<file path="src/rtl/div_16bit_share_ctrl.sv">
// Round-robin shared 16-bit / 8-bit restoring divider for NUM_REQ valid/ready clients.
// One quotient bit per cycle; the response carries the requester ID.
module div_16bit_share_ctrl #(
  parameter int unsigned NUM_REQ = 4,
  parameter int unsigned ID_W    = $clog2(NUM_REQ)
) (
  input  logic                  clk,
  input  logic                  rst,
  input  logic [NUM_REQ-1:0]    req_valid,
  output logic [NUM_REQ-1:0]    req_ready,
  input  logic [16*NUM_REQ-1:0] req_a,
  input  logic [8*NUM_REQ-1:0]  req_b,
  output logic                  rsp_valid,
  input  logic                  rsp_ready,
  output logic [ID_W-1:0]       rsp_id,
  output logic [15:0]           rsp_quotient,
  output logic [15:0]           rsp_remainder,
  output logic                  rsp_dbz,
  output logic                  busy
);

  localparam int unsigned A_W   = 16;
  localparam int unsigned B_W   = 8;
  localparam int unsigned REM_W = B_W + 1;
  localparam int unsigned CNT_W = 4;

  typedef enum logic [1:0] {
    S_IDLE,
    S_CALC,
    S_DONE
  } state_e;

  state_e             state_q, state_d;
  logic [ID_W-1:0]    ptr_q, ptr_d;
  logic [A_W-1:0]     quo_q, quo_d;
  logic [B_W-1:0]     rem_q, rem_d;
  logic [B_W-1:0]     div_q, div_d;
  logic [ID_W-1:0]    id_q, id_d;
  logic [CNT_W-1:0]   cnt_q, cnt_d;
  logic [A_W-1:0]     rsp_quo_q, rsp_quo_d;
  logic [A_W-1:0]     rsp_rem_q, rsp_rem_d;
  logic [ID_W-1:0]    rsp_id_q, rsp_id_d;
  logic               rsp_dbz_q, rsp_dbz_d;
  logic               rsp_valid_q, rsp_valid_d;
  logic               busy_q, busy_d;

  logic [NUM_REQ-1:0] valid_c;
  logic [NUM_REQ-1:0] grant_c;
  logic [ID_W-1:0]    win_c;
  logic               found_c;
  int unsigned        idx_c;
  int unsigned        win_int_c;
  logic [A_W-1:0]     sel_a_c;
  logic [B_W-1:0]     sel_b_c;
  logic [REM_W-1:0]   rem_sh_c;
  logic [REM_W-1:0]   rem_sub_c;
  logic               take_c;

  // Round-robin scan starting at the pointer, wrapping around.
  always_comb begin
    valid_c = rst ? '0 : req_valid;
    grant_c = '0;
    win_c   = '0;
    found_c = 1'b0;
    idx_c   = 0;
    for (int unsigned k = 0; k < NUM_REQ; k++) begin
      idx_c = (32'(ptr_q) + k) % NUM_REQ;
      if (!found_c && valid_c[ID_W'(idx_c)]) begin
        found_c = 1'b1;
        win_c   = ID_W'(idx_c);
      end
    end
    if (found_c) grant_c = NUM_REQ'(1) << win_c;
    win_int_c = 32'(win_c);
    sel_a_c   = req_a[A_W*win_int_c +: A_W];
    sel_b_c   = req_b[B_W*win_int_c +: B_W];
  end

  // Next-state, datapath and response logic.
  always_comb begin
    state_d   = state_q;
    ptr_d     = ptr_q;
    quo_d     = quo_q;
    rem_d     = rem_q;
    div_d     = div_q;
    id_d      = id_q;
    cnt_d     = cnt_q;
    rsp_quo_d = rsp_quo_q;
    rsp_rem_d = rsp_rem_q;
    rsp_id_d  = rsp_id_q;
    rsp_dbz_d = rsp_dbz_q;
    req_ready = '0;
    // 9-bit partial remainder so the shift never overflows.
    rem_sh_c  = {rem_q, quo_q[A_W-1]};
    rem_sub_c = rem_sh_c - {1'b0, div_q};
    take_c    = (rem_sh_c >= {1'b0, div_q});

    case (state_q)
      S_IDLE: begin
        req_ready = grant_c;
        if (found_c) begin
          ptr_d = (win_c == ID_W'(NUM_REQ - 1)) ? '0 : win_c + ID_W'(1);
          if (sel_b_c != '0) begin
            state_d = S_CALC;
            cnt_d   = '0;
            quo_d   = sel_a_c;
            rem_d   = '0;
            div_d   = sel_b_c;
            id_d    = win_c;
          end else begin
            state_d   = S_DONE;
            rsp_quo_d = 16'hFFFF;
            rsp_rem_d = sel_a_c;
            rsp_dbz_d = 1'b1;
            rsp_id_d  = win_c;
          end
        end
      end
      S_CALC: begin
        quo_d = {quo_q[A_W-2:0], take_c};
        rem_d = take_c ? B_W'(rem_sub_c) : B_W'(rem_sh_c);
        cnt_d = cnt_q + CNT_W'(1);
        if (cnt_q == CNT_W'(A_W - 1)) begin
          state_d   = S_DONE;
          rsp_quo_d = quo_d;
          rsp_rem_d = A_W'(rem_d);
          rsp_dbz_d = 1'b0;
          rsp_id_d  = id_q;
        end
      end
      S_DONE: begin
        if (rsp_ready) state_d = S_IDLE;
      end
      default: state_d = S_IDLE;
    endcase

    rsp_valid_d = (state_d == S_DONE);
    busy_d      = (state_d != S_IDLE);
  end

  always_ff @(posedge clk) begin
    if (rst) begin
      state_q     <= S_IDLE;
      ptr_q       <= '0;
      quo_q       <= '0;
      rem_q       <= '0;
      div_q       <= '0;
      id_q        <= '0;
      cnt_q       <= '0;
      rsp_quo_q   <= '0;
      rsp_rem_q   <= '0;
      rsp_id_q    <= '0;
      rsp_dbz_q   <= 1'b0;
      rsp_valid_q <= 1'b0;
      busy_q      <= 1'b0;
    end else begin
      state_q     <= state_d;
      ptr_q       <= ptr_d;
      quo_q       <= quo_d;
      rem_q       <= rem_d;
      div_q       <= div_d;
      id_q        <= id_d;
      cnt_q       <= cnt_d;
      rsp_quo_q   <= rsp_quo_d;
      rsp_rem_q   <= rsp_rem_d;
      rsp_id_q    <= rsp_id_d;
      rsp_dbz_q   <= rsp_dbz_d;
      rsp_valid_q <= rsp_valid_d;
      busy_q      <= busy_d;
    end
  end

  assign rsp_valid     = rsp_valid_q;
  assign rsp_id        = rsp_id_q;
  assign rsp_quotient  = rsp_quo_q;
  assign rsp_remainder = rsp_rem_q;
  assign rsp_dbz       = rsp_dbz_q;
  assign busy          = busy_q;

endmodule

</file>
<file path="config.mk">
export PLATFORM = sky130hd
export DESIGN_NAME = div_16bit_share_ctrl
export DESIGN_NICKNAME = d
export VERILOG_FILES = /design/src/rtl/div_16bit_share_ctrl.sv
export SDC_FILE = /design/constraint.sdc
export NUM_CORES = 1
export LEC_CHECK = 0
export CAP_MARGIN = 25
export CORE_MARGIN = 3
export CORE_UTILIZATION = 47
export DETAILED_ROUTE_END_ITERATION = 8
export PLACE_DENSITY = 0.8
export SETUP_SLACK_MARGIN = 0.15
export SYNTH_ARGS = -nofsm -noshare
export SYNTH_HDL_FRONTEND = slang
export SYNTH_SLANG_ARGS = --single-unit
</file>
<file path="constraint.sdc">
create_clock -name clk -period 3 [get_ports clk]
set_input_delay 0.3 -clock clk [delete_from_list [all_inputs] [get_ports clk]]
set_output_delay 0.3 -clock clk [all_outputs]
set_load 0.1 [all_outputs]
</file>
==> Word-level counts from Yosys, hierarchy flattened <==
Index checks and enable logic that the tools add are counted.
{ "totals": {"mem_bits_ro": 0, "register_bits": 79, "latch_bits": 0, "in_bits": 103, "mem_count": 0, "ram_bits": 0} }
{ "classes": {"n_eq_ne": 9, "shifts": 3, "add_sub_neg": 6, "n_mux": 51, "div_mod_pow": 0, "multipliers": 0, "n_reduce_logical": 14, "magnitude_cmp": 5, "bitwise": 0} }
{ "ops": {"columns": ["cell", "count"], "rows": [
  ["$mux 16", 8],
  ["$pmux 16 s2", 3],
  ["$shiftx 64x7->16", 1],
  ["$shiftx 32x6->8", 1],
  ["$mux 2", 12],
  ["$mux 8", 3],
  ["$mux 4", 5],
  ["$pmux 8 s2", 1],
  ["$lt 2x3->1 const B", 4],
  ["$mux 1", 11],
  ["$ge 9x8->1", 1],
  ["$bmux 1 s2", 4],
  ["$ne 2x2->1 const B", 4],
  ["$pmux 4 s2", 1],
  ["$reduce_bool 8->1", 1],
  ["$sub 8x8->8", 1],
  ["$eq 2x2->1 const B", 3],
  ["$pmux 2 s3", 1],
  ["$reduce_and 3->1", 2],
  ["$add 2x1->2 const B", 2],
  ["$add 2x2->2 const B", 2],
  ["$add 4x1->4 const B", 1],
  ["$eq 4x4->1 const B", 1],
  ["$pmux 2 s2", 1],
  ["9 further kinds", 14]
]} }

==> Depth between registers and ports, before layout <==
{ "logic_depth": {"ltp_word": 19, "mapped_depth": 11} }

==> Worst setup path before layout <==
Ideal clock, no wire load.
{ "synth_path": {"path_type": "register to output", "start": "register ptr_q[1]", "end": "output port req_ready[1]", "n_path_buf": 2, "slack_ns": 0.257, "arrival_time_ns": 2.443, "required_time_ns": 2.700, "path_stages_with_launch": 9, "cell_sequence": "dfxtp_1 nand2b_1 a22oi_1 o221ai_2 buf_4 inv_2 buf_1 ha_1 and2_1"} }
{ "synth_via": {"elab_chain_cells": 15} }
{ "synth_lines": {"columns": ["item", "line", "source"], "rows": [
  ["from (decl)", "34", "logic [ID_W-1:0] ptr_q, ptr_d;"],
  ["from (signal assigned)", "158", "ptr_q <= ptr_d;"],
  ["branches (longest 11 deep; another with $add 2x1->2)", null, null],
  ["$mux 2 (*)", "68", "if (!found_c && valid_c[ID_W'(idx_c)]) begin"],
  ["named net win_c[0]", "49", "logic [ID_W-1:0] win_c;"],
  ["$shl 1x2->4 (*)", "73", "if (found_c) grant_c = NUM_REQ'(1) << win_c;"],
  ["$mux 4 (*)", "73", null],
  ["$mux 4 (*)", "98", "case (state_q)"],
  ["to (decl)", "10", "output logic [NUM_REQ-1:0] req_ready,"]
]} }
Mark *: on every way through the listed nets, which the timed path passes. The select of a mux whose other input is x is not followed.

==> Worst setup path in the final report <==
{ "layout_path": {"start": "input port req_valid[0]", "end": "output port req_ready[0]"} }
{ "layout_via": {"elab_chain_cells": 16} }
{ "layout_lines": {"columns": ["item", "line", "source"], "rows": [
  ["from (decl)", "9", "input logic [NUM_REQ-1:0] req_valid,"],
  ["$mux 4 (*)", "61", "valid_c = rst ? '0 : req_valid;"],
  ["$bmux 1 s2", "68", null],
  ["$mux 1 (implied by the code)", "68", null],
  ["$mux 1", "68", null],
  ["$logic_not 1->1", "68", null],
  ["$logic_and 1x1->1", "68", null],
  ["$mux 1", "68", null],
  ["$logic_not 1->1", "68", null],
  ["$logic_and 1x1->1", "68", null],
  ["$mux 1", "68", null],
  ["$logic_not 1->1", "68", null],
  ["$logic_and 1x1->1", "68", null],
  ["$mux 2", "68", null],
  ["$shl 1x2->4", "73", null],
  ["$mux 4 (*)", "73", null],
  ["$mux 4 (*)", "98", null]
]} }
Mark *: on every way between the ends. The rest lies on a longest branch, timed or not. The select of a mux whose other input is x is not followed.

==> flow_summary_export.csv <==
group,metric,value,unit
run_status,status,"finished clean",
yosys,async_flop_share,0,
clock_tree,cts_made_buffers,9,
floorplan,ioPinCount,144,
yosys,syn_nets,635,
routing,routed_wirelength,13.6,mm
floorplan,placementRows,35,
global_routing,gr-total-overflow,0,
clock_tree,path_clk_slew,80,ps
clock_tree,root_buffer,"clkbuf_8",
pwr,p_comb_frac,0.364,
sta,rsz0062_at_grt,"no",
place,port_buffers,143,
floorplan,core_area,9330,um2
clock_tree,cts_tree,"built",
clock_tree,ctsHoldBuffers,0,
yosys,ys_ff_latch,79,
critical_path,crit_required,2700,ps
final_layout,area_growth,38.7,%
yosys,synth.avg_cell_area,8.76,um2
global_routing,grt_pass1_wl,22.0,mm
yosys,yosysMostFrequentCell,"dfxtp_1",
yosys,yosysTopAreaCellShare,0.349,
sta,slew_viol_final,0,
sta,skew,13.9,ps
pwr,clkPwrFrac,0.279,
yosys,yosysSeqAreaShare,0.349,
yosys,synth-edff-count,0,
critical_path,crit_fanout,19,
yosys,synthTopCellsByCount,"79 x dfxtp_1, 78 x nand2_1, 64 x nor2_1, 33 x a21oi_1, 25 x mux2i_1",
pwr,p_leak,2.47,nW
yosys,yosysWarnings,0,
yosys,syn-cell-area,4540,um2
pwr,max-vdd-ir-drop,0.000278,V
sta,period_share,0.896,
sta,hold_viol,0,
job,drv_cap,0,
place,placed_cell_area,6050,um2
routing,vias_per_cell,5.68,
clock_tree,cts.sinks,79,
floorplan,initial_core_util,0.486,
place,globalplace.congestion,0.894,
floorplan,die_area,10900,um2
clock_tree,htreeDepth,3,
place,dpl.hpwl,10.6,mm
final_layout,final_cells,790,
clock_tree,clock_latency,370,ps
clock_tree,clk_path_buf_depth,2,
yosys,synth.largest_area_cell,"dfxtp_1",
final_layout,fin_nets,773,
sta,relSlewSlack,0.583,
yosys,netlist_top_cells_area,"dfxtp_1 35%, nand2_1 6.5%, mux4_2 6.0%",
sta,final-setup-viol-count,0,
global_routing,grt.total_usage,0.249,
routing,first_pass_iters,5,
pwr,switchingPower,0.00121,W
place,placed_cells,774,
critical_path,worstPathArrival,2390,ps
sta,holdWs,457,ps
yosys,synth_flop_cell,"dfxtp_1",
routing,num_vias,4489,
final_layout,drive_gt1_frac,0.200,
global_routing,antenna_found_initial,0,
pwr,intPower,0.00213,W
final_layout,n_antenna_cell,0,
global_routing,grt_pass1_vias,4267,
routing,drcViolationCount,0,
yosys,synth_cells,518,
worst_hold_path,hp-class,"register to register",
pwr,power_density,531,nW/um2
critical_path,crit_type,"input pin to output pin",
sta,min_period,2690,ps
pwr,switching_share,0.364,
final_layout,fin_area,6290,um2
floorplan,die_x,104,um
floorplan,fp.dieH,104,um
sta,fin_setup_tns,0,ps
global_routing,grt_max_degree,58,
critical_path,start_kind,"input pin",
sta,timing.fmax,0.372,GHz
yosys,synthDistinctLibCells,57,
critical_path,end_kind,"output pin",
routing,wl_per_cell,17.2,um
routing,drt_first_iter_violations,272,
final_layout,fillers,783,
sta,worstMarginPinSlew,625,ps
routing,antenna_left,0,
pwr,power.share.sequential,0.357,
per-stage QoR:
step	util	total power (W)	setup WS, ps
6_report	0.674	0.00334	311
5_1_grt	0.674	0.00349	169
3_3_place_gp	0.648	0.00238	115
3_5_place_dp	0.648	0.00241	-43.4
2_1_floorplan	-	0.00202	257
4_1_cts	0.673	0.00332	297
cell type report:
| class | instances | area (um2) | share of cell area |
|---|---|---|---|
| Multi-Input combinational cell | 386 | 2700 | 0.429 |
| Sequential cell | 79 | 1580 | 0.251 |
| Timing Repair Buffer | 163 | 1550 | 0.246 |
| Tap cell | 129 | 161 | 0.0257 |
| Clock buffer | 9 | 124 | 0.0197 |
| Clock inverter | 7 | 110 | 0.0175 |
| Inverter | 17 | 63.8 | 0.0101 |
worst max-delay path, stage by stage:
cell and delay (ps):
clkdlybuf4s50_1 540, nand2_1 90, and2_1 170, o221ai_2 370, buf_4 370, ha_1 190, and2_1 170, buf_12 180
registers in the layout, summed over array words and instances, names as in the netlist:
register,flops
busy,1
cnt_q,4
div_q,8
id_q,2
ptr_q,2
quo_q,16
rem_q,8
rsp_dbz,1
rsp_id,2
rsp_quotient,16
rsp_remainder,16
rsp_valid,1
state_q,2
power groups by stage:
| stage | Combinational [W] | Clock [W] | Sequential, W |
|---|---|---|---|
| 2_1_floorplan | 0.000625 | 0 | 0.00140 |
| 3_3_place_gp | 0.00117 | 0 | 0.00121 |
| 3_5_place_dp | 0.00119 | 0 | 0.00121 |
| 4_1_cts | 0.00120 | 0.000933 | 0.00119 |
| 5_1_grt | 0.00131 | 0.000980 | 0.00120 |
| 6_report | 0.00122 | 0.000931 | 0.00119 |
final timing paths:
| kind | endpoint | slack [ps] | start | cells past startpoint |
|---|---|---|---|---|
| setup / recovery | req_ready[0] | 310 | req_valid[0] | 8 |
| setup reg to reg | rsp_remainder[2] | 440 | div_q[1] | 9 |
| hold reg to reg | div_q[6] | 460 | div_q[6] | 2 |
| hold / removal | div_q[6] | 460 | div_q[6] | 2 |
routing by layer:
metal,GRT usage,wire (um)
met1,0.333,5860
met2,0.396,6460
met4,0.0722,211
met3,0.0639,1020
met5,0,0
cells by family after synthesis:
family                   synth area share
AND/OR/NAND/NOR                     0.199
AO/OA/AOI/OAI                       0.220
flip-flops                          0.349
buffers and inverters              0.0582
multiplexers                        0.130
adder cells (fa/ha/maj)            0.0403
XOR/XNOR                          0.00386
layout by cell type, fill, tap and decap left out, types with 6 or more instances in the layout:
cell type / synthesis / routed
clkbuf_8: 0 / 9
mux2i_1: 25 / 25
ha_1: 13 / 13
inv_1: 15 / 15
a2111oi_2: 6 / 6
and2_1: 7 / 7
buf_4: 6 / 55
nor2_1: 64 / 64
mux4_2: 12 / 12
a311o_1: 8 / 8
and3_1: 8 / 8
buf_12: 0 / 6
o221a_2: 15 / 15
a211oi_1: 12 / 12
nand2_1: 78 / 78
mux2_2: 6 / 6
a21oi_1: 33 / 33
nand3_1: 11 / 11
clkdlybuf4s50_1: 0 / 101
nor4_1: 12 / 12
dfxtp_1: 79 / 79
o21ai_0: 15 / 15
nor3_1: 6 / 6
repair_timing:
item / in CTS / in global routing
setup buffers: 0 / 0
gates resized for setup: 0 / 2
endpoints found under the setup margin: 0 / 5
Note: power is estimated with default switching activity, not from simulation.
